`config.mk`:
```
export PLATFORM = sky130hd
export DESIGN_NAME = lane_hit_judge_flat
export DESIGN_NICKNAME = d
export VERILOG_FILES = /design/src/rtl/lane_hit_judge_if.sv /design/src/rtl/lane_hit_judge.sv /design/src/flat_wrapper.sv
export SDC_FILE = /design/constraint.sdc
export NUM_CORES = 1
export LEC_CHECK = 0
export ABC_AREA = 1
export BUFFER_PORTS_ARGS = -buffer_cell sky130_fd_sc_hd__buf_2
export CAP_MARGIN = 20
export CORE_MARGIN = 4
export CORE_UTILIZATION = 57
export CTS_CLUSTER_DIAMETER = 80
export CTS_CLUSTER_SIZE = 8
export DETAILED_ROUTE_END_ITERATION = 10
export GPL_TIMING_DRIVEN = 0
export PLACE_DENSITY = 0.82
export SYNTH_ARGS = -nofsm -noshare
export SYNTH_HDL_FRONTEND = slang
export SYNTH_SLANG_ARGS = --single-unit
```
`constraint.sdc`:
```
create_clock -name clk -period 3.94 [get_ports clk]
set_input_delay 0.788 -clock clk [delete_from_list [all_inputs] [get_ports clk]]
set_output_delay 0.788 -clock clk [all_outputs]
set_load 0.02 [all_outputs]
```
`src/rtl/lane_hit_judge_if.sv`:
```
// -----------------------------------------------------------------------------
// lane_hit_judge_if
// Bundles the per-lane game-control inputs and judgement/score outputs of
// lane_hit_judge. clk and rst stay plain ports on the module.
//
//   restart          master->slave  restart game (acts as reset)
//   stop_or_endgame  master->slave  freeze judging and counters
//   block_h[9:0]     master->slave  block height, 0 = top, 720 = parked
//   key              master->slave  debounced key level
//   hit_pulse        slave->master  one-cycle PERFECT/GOOD pulse
//   miss_pulse       slave->master  one-cycle MISS pulse
//   judge[1:0]       slave->master  last judgement (0 NONE,1 PERF,2 GOOD,3 MISS)
//   score[13:0]      slave->master  saturating lane score
//   combo[6:0]       slave->master  current combo
//   max_combo[6:0]   slave->master  best combo since reset/restart
// -----------------------------------------------------------------------------
interface lane_hit_judge_if;
   logic        restart;
   logic        stop_or_endgame;
   logic [9:0]  block_h;
   logic        key;
   logic        hit_pulse;
   logic        miss_pulse;
   logic [1:0]  judge;
   logic [13:0] score;
   logic [6:0]  combo;
   logic [6:0]  max_combo;

   // Game controller / block generator side.
   modport master (
      output restart, stop_or_endgame, block_h, key,
      input  hit_pulse, miss_pulse, judge, score, combo, max_combo
   );

   // Judge side.
   modport slave (
      input  restart, stop_or_endgame, block_h, key,
      output hit_pulse, miss_pulse, judge, score, combo, max_combo
   );
endinterface

```
`src/rtl/lane_hit_judge.sv`:
```
// -----------------------------------------------------------------------------
// lane_hit_judge
// Judges one lane's falling block against the lane key: PERFECT, GOOD or MISS,
// once per block, and keeps the lane score, current combo and best combo.
// All outputs are registered (decision on cycle-N inputs, visible at N+1).
//
// Ports:
//   clk   system clock, rising edge
//   rst   synchronous active-high reset
//   bus   lane_hit_judge_if.slave (restart, stop_or_endgame, block_h, key in;
//         hit_pulse, miss_pulse, judge, score, combo, max_combo out)
//
// Build option:
//   STRAY_PENALTY_EN  when defined, a stray key press (below the window while
//                     waiting, or after the block was judged) is punished like
//                     a miss without changing the block state; otherwise
//                     stray presses are ignored.
// -----------------------------------------------------------------------------
module lane_hit_judge #(
   parameter int unsigned GOOD_LO   = 560,
   parameter int unsigned GOOD_HI   = 680,
   parameter int unsigned PERF_LO   = 600,
   parameter int unsigned PERF_HI   = 640,
   parameter int unsigned PERF_PTS  = 3,
   parameter int unsigned GOOD_PTS  = 1,
   parameter int unsigned SCORE_MAX = 9999
) (
   input  logic           clk,
   input  logic           rst,
   lane_hit_judge_if.slave bus
);

   typedef enum logic {
      ST_WAIT,   // block not yet judged
      ST_DONE    // block judged; wait for respawn
   } state_e;

   localparam logic [1:0] J_NONE = 2'd0;
   localparam logic [1:0] J_PERF = 2'd1;
   localparam logic [1:0] J_GOOD = 2'd2;
   localparam logic [1:0] J_MISS = 2'd3;

   localparam logic [9:0]  GOOD_LO_W   = 10'(GOOD_LO);
   localparam logic [9:0]  GOOD_HI_W   = 10'(GOOD_HI);
   localparam logic [9:0]  PERF_LO_W   = 10'(PERF_LO);
   localparam logic [9:0]  PERF_HI_W   = 10'(PERF_HI);
   localparam logic [13:0] PERF_PTS_W  = 14'(PERF_PTS);
   localparam logic [13:0] GOOD_PTS_W  = 14'(GOOD_PTS);
   localparam logic [13:0] SCORE_MAX_W = 14'(SCORE_MAX);
   localparam logic [6:0]  COMBO_MAX   = 7'd127;

   state_e      state_q,  state_d;
   logic        key_q;
   logic [9:0]  prev_h_q, prev_h_d;
   logic        hit_q,    hit_d;
   logic        miss_q,   miss_d;
   logic [1:0]  judge_q,  judge_d;
   logic [13:0] score_q,  score_d;
   logic [6:0]  combo_q,  combo_d;
   logic [6:0]  max_q,    max_d;

   logic        key_edge;
   logic        respawn;
   logic        in_perf;
   logic        in_good;
   logic        late;
   logic [6:0]  combo_inc;
   logic [13:0] pts;
   logic [14:0] score_sum;

   assign key_edge = bus.key & ~key_q;
   // A block only ever moves down, so a smaller height means a new block.
   assign respawn  = (bus.block_h < prev_h_q);
   assign in_perf  = (bus.block_h >= PERF_LO_W) && (bus.block_h <= PERF_HI_W);
   assign in_good  = (bus.block_h >= GOOD_LO_W) && (bus.block_h <= GOOD_HI_W);
   assign late     = (bus.block_h > GOOD_HI_W);

   assign combo_inc = (combo_q == COMBO_MAX) ? combo_q : combo_q + 7'd1;
   assign pts       = in_perf ? PERF_PTS_W : GOOD_PTS_W;
   // One extra bit so the sum cannot wrap before the saturation compare.
   assign score_sum = {1'b0, score_q} + {1'b0, pts};

   // ---------------------------------------------------------------------------
   // Next-state / output decision
   // ---------------------------------------------------------------------------
   always_comb begin
      // NOTE: every variable gets a default first so no path leaves it
      // unassigned, which would otherwise infer a latch.
      state_d  = state_q;
      prev_h_d = prev_h_q;
      hit_d    = 1'b0;
      miss_d   = 1'b0;
      judge_d  = judge_q;
      score_d  = score_q;
      combo_d  = combo_q;
      max_d    = max_q;

      if (!bus.stop_or_endgame) begin
         prev_h_d = bus.block_h;

         if (respawn) begin
            // Any press in the respawn cycle belongs to neither block.
            state_d = ST_WAIT;
         end else begin
            unique case (state_q)
               ST_WAIT: begin
                  if (late) begin
                     // A press arriving together with the overrun is still late.
                     state_d = ST_DONE;
                     miss_d  = 1'b1;
                     judge_d = J_MISS;
                     combo_d = '0;
                  end else if (key_edge && in_good) begin
                     state_d = ST_DONE;
                     hit_d   = 1'b1;
                     judge_d = in_perf ? J_PERF : J_GOOD;
                     score_d = (score_sum > {1'b0, SCORE_MAX_W}) ? SCORE_MAX_W
                                                                  : score_sum[13:0];
                     combo_d = combo_inc;
                     max_d   = (combo_inc > max_q) ? combo_inc : max_q;
                  end else if (key_edge) begin
                     // Stray press above the window.
`ifdef STRAY_PENALTY_EN
                     miss_d  = 1'b1;
                     judge_d = J_MISS;
                     combo_d = '0;
`endif
                  end
               end
               ST_DONE: begin
                  if (key_edge) begin
                     // Stray press on an already judged block.
`ifdef STRAY_PENALTY_EN
                     miss_d  = 1'b1;
                     judge_d = J_MISS;
                     combo_d = '0;
`endif
                  end
               end
               default: state_d = ST_WAIT;
            endcase
         end
      end
   end

   // ---------------------------------------------------------------------------
   // State registers
   // ---------------------------------------------------------------------------
   // NOTE: sequential state uses non-blocking assignments so every register
   // samples the values from before this edge, independent of statement order.
   always_ff @(posedge clk) begin
      if (rst || bus.restart) begin
         state_q  <= ST_WAIT;
         key_q    <= 1'b0;
         // Seeding with the live height stops the first block looking like a respawn.
         prev_h_q <= bus.block_h;
         hit_q    <= 1'b0;
         miss_q   <= 1'b0;
         judge_q  <= J_NONE;
         score_q  <= '0;
         combo_q  <= '0;
         max_q    <= '0;
      end else begin
         // Tracked even while frozen so unpausing with the key held is not an edge.
         key_q    <= bus.key;
         state_q  <= state_d;
         prev_h_q <= prev_h_d;
         hit_q    <= hit_d;
         miss_q   <= miss_d;
         judge_q  <= judge_d;
         score_q  <= score_d;
         combo_q  <= combo_d;
         max_q    <= max_d;
      end
   end

   assign bus.hit_pulse  = hit_q;
   assign bus.miss_pulse = miss_q;
   assign bus.judge      = judge_q;
   assign bus.score      = score_q;
   assign bus.combo      = combo_q;
   assign bus.max_combo  = max_q;

endmodule

```
`src/flat_wrapper.sv`:
```
// flat-port wrapper written by rule: the top's interface ports become plain ports
module lane_hit_judge_flat 
#(
   parameter int unsigned GOOD_LO   = 560,
   parameter int unsigned GOOD_HI   = 680,
   parameter int unsigned PERF_LO   = 600,
   parameter int unsigned PERF_HI   = 640,
   parameter int unsigned PERF_PTS  = 3,
   parameter int unsigned GOOD_PTS  = 1,
   parameter int unsigned SCORE_MAX = 9999
)
  (clk, rst, bus_restart, bus_stop_or_endgame, bus_block_h, bus_key, bus_hit_pulse, bus_miss_pulse, bus_judge, bus_score, bus_combo, bus_max_combo);
  lane_hit_judge_if bus_i ();
  input  logic clk;
  input  logic rst;
  input wire logic [$bits(bus_i.restart)-1:0] bus_restart;
  input wire logic [$bits(bus_i.stop_or_endgame)-1:0] bus_stop_or_endgame;
  input wire logic [$bits(bus_i.block_h)-1:0] bus_block_h;
  input wire logic [$bits(bus_i.key)-1:0] bus_key;
  output wire logic [$bits(bus_i.hit_pulse)-1:0] bus_hit_pulse;
  output wire logic [$bits(bus_i.miss_pulse)-1:0] bus_miss_pulse;
  output wire logic [$bits(bus_i.judge)-1:0] bus_judge;
  output wire logic [$bits(bus_i.score)-1:0] bus_score;
  output wire logic [$bits(bus_i.combo)-1:0] bus_combo;
  output wire logic [$bits(bus_i.max_combo)-1:0] bus_max_combo;
  assign bus_i.restart = bus_restart;
  assign bus_i.stop_or_endgame = bus_stop_or_endgame;
  assign bus_i.block_h = bus_block_h;
  assign bus_i.key = bus_key;
  assign bus_hit_pulse = bus_i.hit_pulse;
  assign bus_miss_pulse = bus_i.miss_pulse;
  assign bus_judge = bus_i.judge;
  assign bus_score = bus_i.score;
  assign bus_combo = bus_i.combo;
  assign bus_max_combo = bus_i.max_combo;
  lane_hit_judge #(.GOOD_LO(GOOD_LO), .GOOD_HI(GOOD_HI), .PERF_LO(PERF_LO), .PERF_HI(PERF_HI), .PERF_PTS(PERF_PTS), .GOOD_PTS(GOOD_PTS), .SCORE_MAX(SCORE_MAX)) u_core (.clk(clk), .rst(rst), .bus(bus_i));
endmodule
```
Word-level counts from Yosys, hierarchy flattened

Index checks and enable logic that the tools add are counted.

Magnitude comparators: 8
Eq/ne operators: 2
Bitwise logic cells: 6
Muxes and demuxes: 15
Reductions and logical operators: 10
Add/sub/neg operators: 2

Operators with widths:

| operator                                               | number |
|---|---|
| two-way mux 7 bit                                      | 3 |
| >= comparator 10 bit, second input constant            | 2 |
| less-or-equal comparator 10 bit, second input constant | 2 |
| two-way mux 10 bit                                     | 2 |
| adder 14 x 14 -> 15 bit                                | 1 |
| > comparator 15 x 14 -> 1 bit, second input constant   | 1 |
| two-way mux 14 bit                                     | 1 |
| > comparator 10 bit, second input constant             | 1 |
| < comparator 10 bit                                    | 1 |
| two-way mux 2 bit                                      | 4 |
| adder 7 x 1 -> 7 bit, second input constant            | 1 |
| equality test 7 bit, second input constant             | 1 |
| > comparator 7 bit                                     | 1 |
| AND reduction 6 bit                                    | 1 |
| two-way mux 1 bit                                      | 5 |
| NOT 1 bit                                              | 5 |
| AND reduction 5 bit                                    | 1 |
| OR reduction 5 bit                                     | 1 |
| AND reduction 4 bit                                    | 1 |
| OR reduction 4 bit                                     | 1 |
| logical AND 1 bit                                      | 3 |
| inequality test 2 x 1 -> 1 bit, second input constant  | 1 |
| nonzero test 2 bit                                     | 1 |
| bitwise AND 1 bit                                      | 1 |
| logical OR 1 bit                                       | 1 |

Flip-flop bits (word level): 44
Input bits: 15
Word-level logic and storage cells: 52

Depth between registers and ports, before layout

Word-level depth: 7
Gate-level depth with buffers: 20
Depth with buffers taken out: 20

Worst setup path after synthesis

No wires, ideal clock.

Path type: in2reg
From: input port bus_block_h[5]
To: register u_core.score_q[10] (netlist: u_core.bus.score[10])
Setup slack: 859 ps
Stages: 14
Library setup time: 113 ps
Arrival time: 2,968 ps
Path through: or2_2 > nor4_1 > a31oi_1 > fa_1 > nor2_4 > nand3_1 > nand2_1 > nand2_1 > nor2_2 > nand4_2 > nand2_4 > nand2_4 > o21ai_1 > inv_1

Longest elaborated chain between the ends: 6
Elaborated cells on any way between the ends: 16
Classes of those cells: add/sub (1); order compare (7); mux (2); bitwise (2); reduce/logical (4)

Ends and longest elaborated chain:

| item                                                                    | RTL line              | RTL |
|---|---|---|
| start: declaration                                                      | flat_wrapper.sv:18    | `input wire logic [$bits(bus_i.block_h)-1:0] bus_block_h;` |
| >= comparator 10 bit or less-or-equal comparator 10 bit (tied branches) | lane_hit_judge.sv:74  | `assign in_perf = (bus.block_h >= PERF_LO_W) && (bus.block_h <= PERF_HI_W);` |
| logical AND 1 bit                                                       | lane_hit_judge.sv:74  |  |
| two-way mux 2 bit                                                       | lane_hit_judge.sv:79  | `assign pts = in_perf ? PERF_PTS_W : GOOD_PTS_W;` |
| adder 14 x 14 -> 15 bit                                                 | lane_hit_judge.sv:81  | `assign score_sum = {1'b0, score_q} + {1'b0, pts};` |
| > comparator 15 x 14 -> 1 bit                                           | lane_hit_judge.sv:117 | `score_d = (score_sum > {1'b0, SCORE_MAX_W}) ? SCORE_MAX_W` |
| two-way mux 14 bit                                                      | lane_hit_judge.sv:117 |  |
| end signal: assignment                                                  | lane_hit_judge.sv:171 | `score_q <= score_d;` |
| end: declaration                                                        | lane_hit_judge.sv:58  | `logic [13:0] score_q, score_d;` |

Parallel ways exist; a longest one is shown, timed or not.
A chain may end at the register's enable or synchronous reset.

Worst setup path in the final report

Ends and elaborated chain as after synthesis.

==> results.md <==
Final layout:
- After the last flow step, the layout net total stands at 489.
- 0 antenna diodes ended up in the layout.
- The layout has 436 filler cells.
- The final standard cell area without fillers is 3211 um2.
- Excluding fillers, the count of instances in the completed layout stands at 522.
- Compared with the post-synthesis result, the final layout area differs by 14.10%.
- The ratio of cells with drive above 1 in the final layout is 0.1758.

Die:
- The initial utilization of the core area, before any placement, comes to 0.5918.
- The core region area is 4755 um2.
- The floorplan step defined a die boundary enclosing 6125 um2.
- From left edge to right edge, the die measures 78.26 um.
- The floorplan has 25 rows.
- The die is 78.26 um tall.
- 47 I/O pins were placed.

Setup path:
- The worst register-to-register path has a setup slack of 0.91 ns.
- The critical path capture point is u_core.bus.score[10].
- Traced cell by cell, the critical path runs through buf_2 > or2_2 > nor4_1 > a31oi_1 > fa_1 > nor2_4 > xor2_1 > nor2_1 > nand3_1 > nand3_1 > nand3_2 > nand2_4 > nand2_4 > o21ai_1 > inv_1.
- The largest fanout on the critical path is 8.
- For the worst flop-to-flop path, the logic depth is 17.
- STA puts the critical path data arrival time at 3.46 ns.
- The stage delay of the slowest cell on the critical path is 0.50 ns.
- The critical path endpoint category is a flop.
- The worst endpoint required time is 4.14 ns.
- STA classifies the critical path startpoint as an input port.
- The cell with the largest stage delay on the worst path is sky130_fd_sc_hd__fa_1.
- The critical path is of the in -> reg type.
- The source of the worst register-to-register timing path is u_core.bus.combo[1].
- In this run the critical register-to-register path is captured at u_core.bus.max_combo[3].
- The most critical setup path has its startpoint at bus_block_h[5].

Placed design:
- Summed over all nets, the half-perimeter wirelength after detailed placement is 5063 um.
- The congestion estimate from routability-driven global placement came to 0.8947.
- The post-placement cell count is 514.
- The count of buffers added on input and output ports is 46.
- The total placed instance area is 3128 um2.

Timing:
- For this run, the top clock speed supported by timing is 306.7 MHz.
- In the finished design, the share of the clock period the worst path needs comes to 0.8275.
- At the pin with the least slew margin, the transition time is 0.5155 ns.
- Setup repair after global routing left no endpoint under its margin.
- The final max-slew violation count is 0.
- In the final timing run, aggregate negative setup slack is 0 ns.
- On the final layout, the worst clock skew is 0.01158 ns.
- The shortest clock period the worst path allows after layout is 3.261 ns.
- Across all hold checks on the routed design, the worst slack comes to 0.4747 ns.
- The worst pin sits at a relative slew slack of 0.6563.
- Setup violations remaining at the end of the flow were counted as 0.
- The final hold violation count is 0.

CTS:
- Post-CTS timing repair inserted 0 buffers for setup.
- The clock reaches the later pin of the worst-skew pair after 0.30 ns.
- The clock tree from TritonCTS is built.
- In this run, CTS created clock tree buffers numbering 5.
- The clock transition at the registers of the reported paths is 0.09 ns.
- The clock root buffer is sky130_fd_sc_hd__clkbuf_8.
- The number of buffers on the longest clock path is 2.
- The H-tree level count is 2.
- The number of cells upsized or downsized after cts is 0.
- The total of hold buffers inserted after clock tree synthesis is 0.
- The clock sink total is 44.

Job:
- Max-cap violations in this run came to 0.

Routing:
- The DRC violation count after routing is 0.
- After detailed routing, the number of vias per cell comes to 5.199.
- For this block, the via count after detailed routing is 2,714.
- Dividing the detail-routed wire length by the instance count gives 12.42 um.
- The first detailed-routing pass ran for 4 iterations.
- The number of design-rule violations left by the first detailed-router iteration is 161.
- The total wire length after detailed routing is 6484 um.
- The detail route stage leaves a number of antenna-violating nets equal to 0.

GRT:
- The pin count of the biggest net entering global routing is 14.
- The number of global-route vias before repair was 2,511.
- The number of antenna violations at the first check in global routing came to 0.
- The leftover overflow at the end of global routing is 0.
- The global-route met1 utilization is 0.2849.
- The combined global-route utilization of all metal layers is 0.2241.
- The global-route wire length before repair is 11,150 um.
- In the global route stage, met2 resource usage came out at 0.3733.
- The global-route track usage on met3 is 0.04587.
- The highest-utilization routing layer at the global route stage is met2.

Synth:
- After synthesis the netlist holds a flip-flop and latch count of 44.
- Yosys instantiated no cell more often than sky130_fd_sc_hd__nand2_1.
- The commonest cells after synthesis are sky130_fd_sc_hd__nand2_1 (102), sky130_fd_sc_hd__inv_1 (65), sky130_fd_sc_hd__a21oi_1 (38).
- In this run, distinct cell masters in the synthesized netlist total 34.
- For this run, the register share of the synthesized area comes to 0.3486.
- Counting flops with an async set or reset pin after synthesis yields a share of 0.
- The net count of the mapped netlist is 436.
- After technology mapping, the gate count stands at 401.
- The area fraction of the dominant cell type after synthesis is 0.2419.
- Counting flops with a built-in enable in the synthesized netlist gives 10.
- Among all flip-flop cells after synthesis, the most frequent one is sky130_fd_sc_hd__dfxtp_1.
- For this run, the number of Yosys warnings is 0.
- The library cell occupying the most area in the post-synthesis netlist is sky130_fd_sc_hd__dfxtp_1.
- After synthesis, the mean cell area works out to 7.017 um2.
- By area the synthesized netlist is led by sky130_fd_sc_hd__dfxtp_1 (24%), sky130_fd_sc_hd__nand2_1 (14%), sky130_fd_sc_hd__edfxtp_1 (11%), sky130_fd_sc_hd__inv_1 (8.7%), sky130_fd_sc_hd__ha_1 (8.4%).
- Summing every instance area after synthesis gives 2814 um2.

Min path:
- The min-delay analysis places its worst path in the category reg -> reg.

Outcome:
- The flow ran to the end, and the final reports show no timing, DRC or antenna violations.

Power and ir drop:
- Dividing total power by cell area gives a power density of 262.6 nW/um2.
- Across the VDD grid, the largest voltage drop is 212.2 uV.
- The analysis attributes to cell leakage a power of 1.545 nW.
## layer usage
metal  vias up  wire length (um)
met3         8               339
met4         0                83
li1       1416                 -
met1      1232              2925
met5         -                 0
met2        58              3135
## flip-flops by register name (all words and copies together) (netlist names)
signal / count
u_core.prev_h_q: 10
u_core.bus.judge: 2
u_core.bus.miss_pulse: 1
u_core.bus.hit_pulse: 1
u_core.key_q: 1
u_core.bus.score: 14
u_core.bus.max_combo: 7
u_core.bus.combo: 7
u_core.state_q: 1
## cell families after synthesis
kind of cell | after synthesis | synth area share
compound gates | 63 | 0.1272
simple gates | 198 | 0.3250
xor+xnor | 3 | 0.009339
flops | 44 | 0.3486
fa+ha+maj | 20 | 0.09160
buf+inv | 73 | 0.09826
## worst max-delay path: cells and delay by family
family	cells	cell delay, ns
buffers and inverters	2	0.18
AOI/OAI and AO/OA	2	0.36
adders and majority gates	1	0.50
xor gates and xnor gates	1	0.12
and+or+nand+nor	9	1.50
## layout by cell type, fill, tap and decap left out, drive strengths merged
cell type	netlist	routed
nor2	35	35
clkbuf	5	10
nor4	4	4
o211ai	1	1
a211oi	1	1
nand3b	1	1
dfxtp	34	34
a21oi	38	38
edfxtp	10	10
fa	1	1
nand2	108	108
o221ai	1	1
clkinv	0	3
nand3	35	35
o2111ai	1	1
xor2	3	3
or2	2	2
ha	19	19
o21ai	16	16
inv	66	66
nor3	5	5
o22a	1	1
a31oi	2	2
buf	2	48
a21boi	2	2
nand4	8	8
## power by group
group	internal, mW	switching (mW)
sequential	0.472	0.00415
clock	0.121	0.157
combinational	0.0298	0.0586
total	0.623	0.220
## per-stage QoR
step                setup slack (ns)    util  power, mW
detailed placement            0.3720  0.6579     0.5766
CTS                           0.6696  0.6753     0.8512
floorplan                     0.8592       -     0.5443
finish                        0.6795  0.6753     0.8432
global placement              0.4064  0.6579     0.5718
global route                  0.4000  0.6753     0.8841
## cell type report
class | instances | area [um2] | share of cell area
Buffer | 7 | 28.78 | 0.008963
Clock inverter | 3 | 13.76 | 0.004287
Clock buffer | 5 | 68.82 | 0.02143
Tap cell | 67 | 83.83 | 0.02611
Timing Repair Buffer | 46 | 230.2 | 0.07171
Multi-Input combinational cell | 284 | 1556 | 0.4848
Inverter | 66 | 247.7 | 0.07716
Sequential cell | 44 | 980.9 | 0.3055
## how the worst min path moves through the flow
stage	from	end	slack (ns)	cells after the start
4_1_cts	u_core.bus.judge[1]	u_core.bus.judge[1]	0.48	2
3_3_place_gp	u_core.bus.judge[0]	u_core.bus.judge[0]	0.45	2
6_report	u_core.bus.judge[0]	u_core.bus.judge[0]	0.47	2
5_1_grt	u_core.bus.judge[1]	u_core.bus.judge[1]	0.50	2
3_5_place_dp	u_core.bus.judge[0]	u_core.bus.judge[0]	0.46	2
2_1_floorplan	u_core.state_q	u_core.state_q	0.44	2
Note: power is estimated with default switching activity, not from simulation.
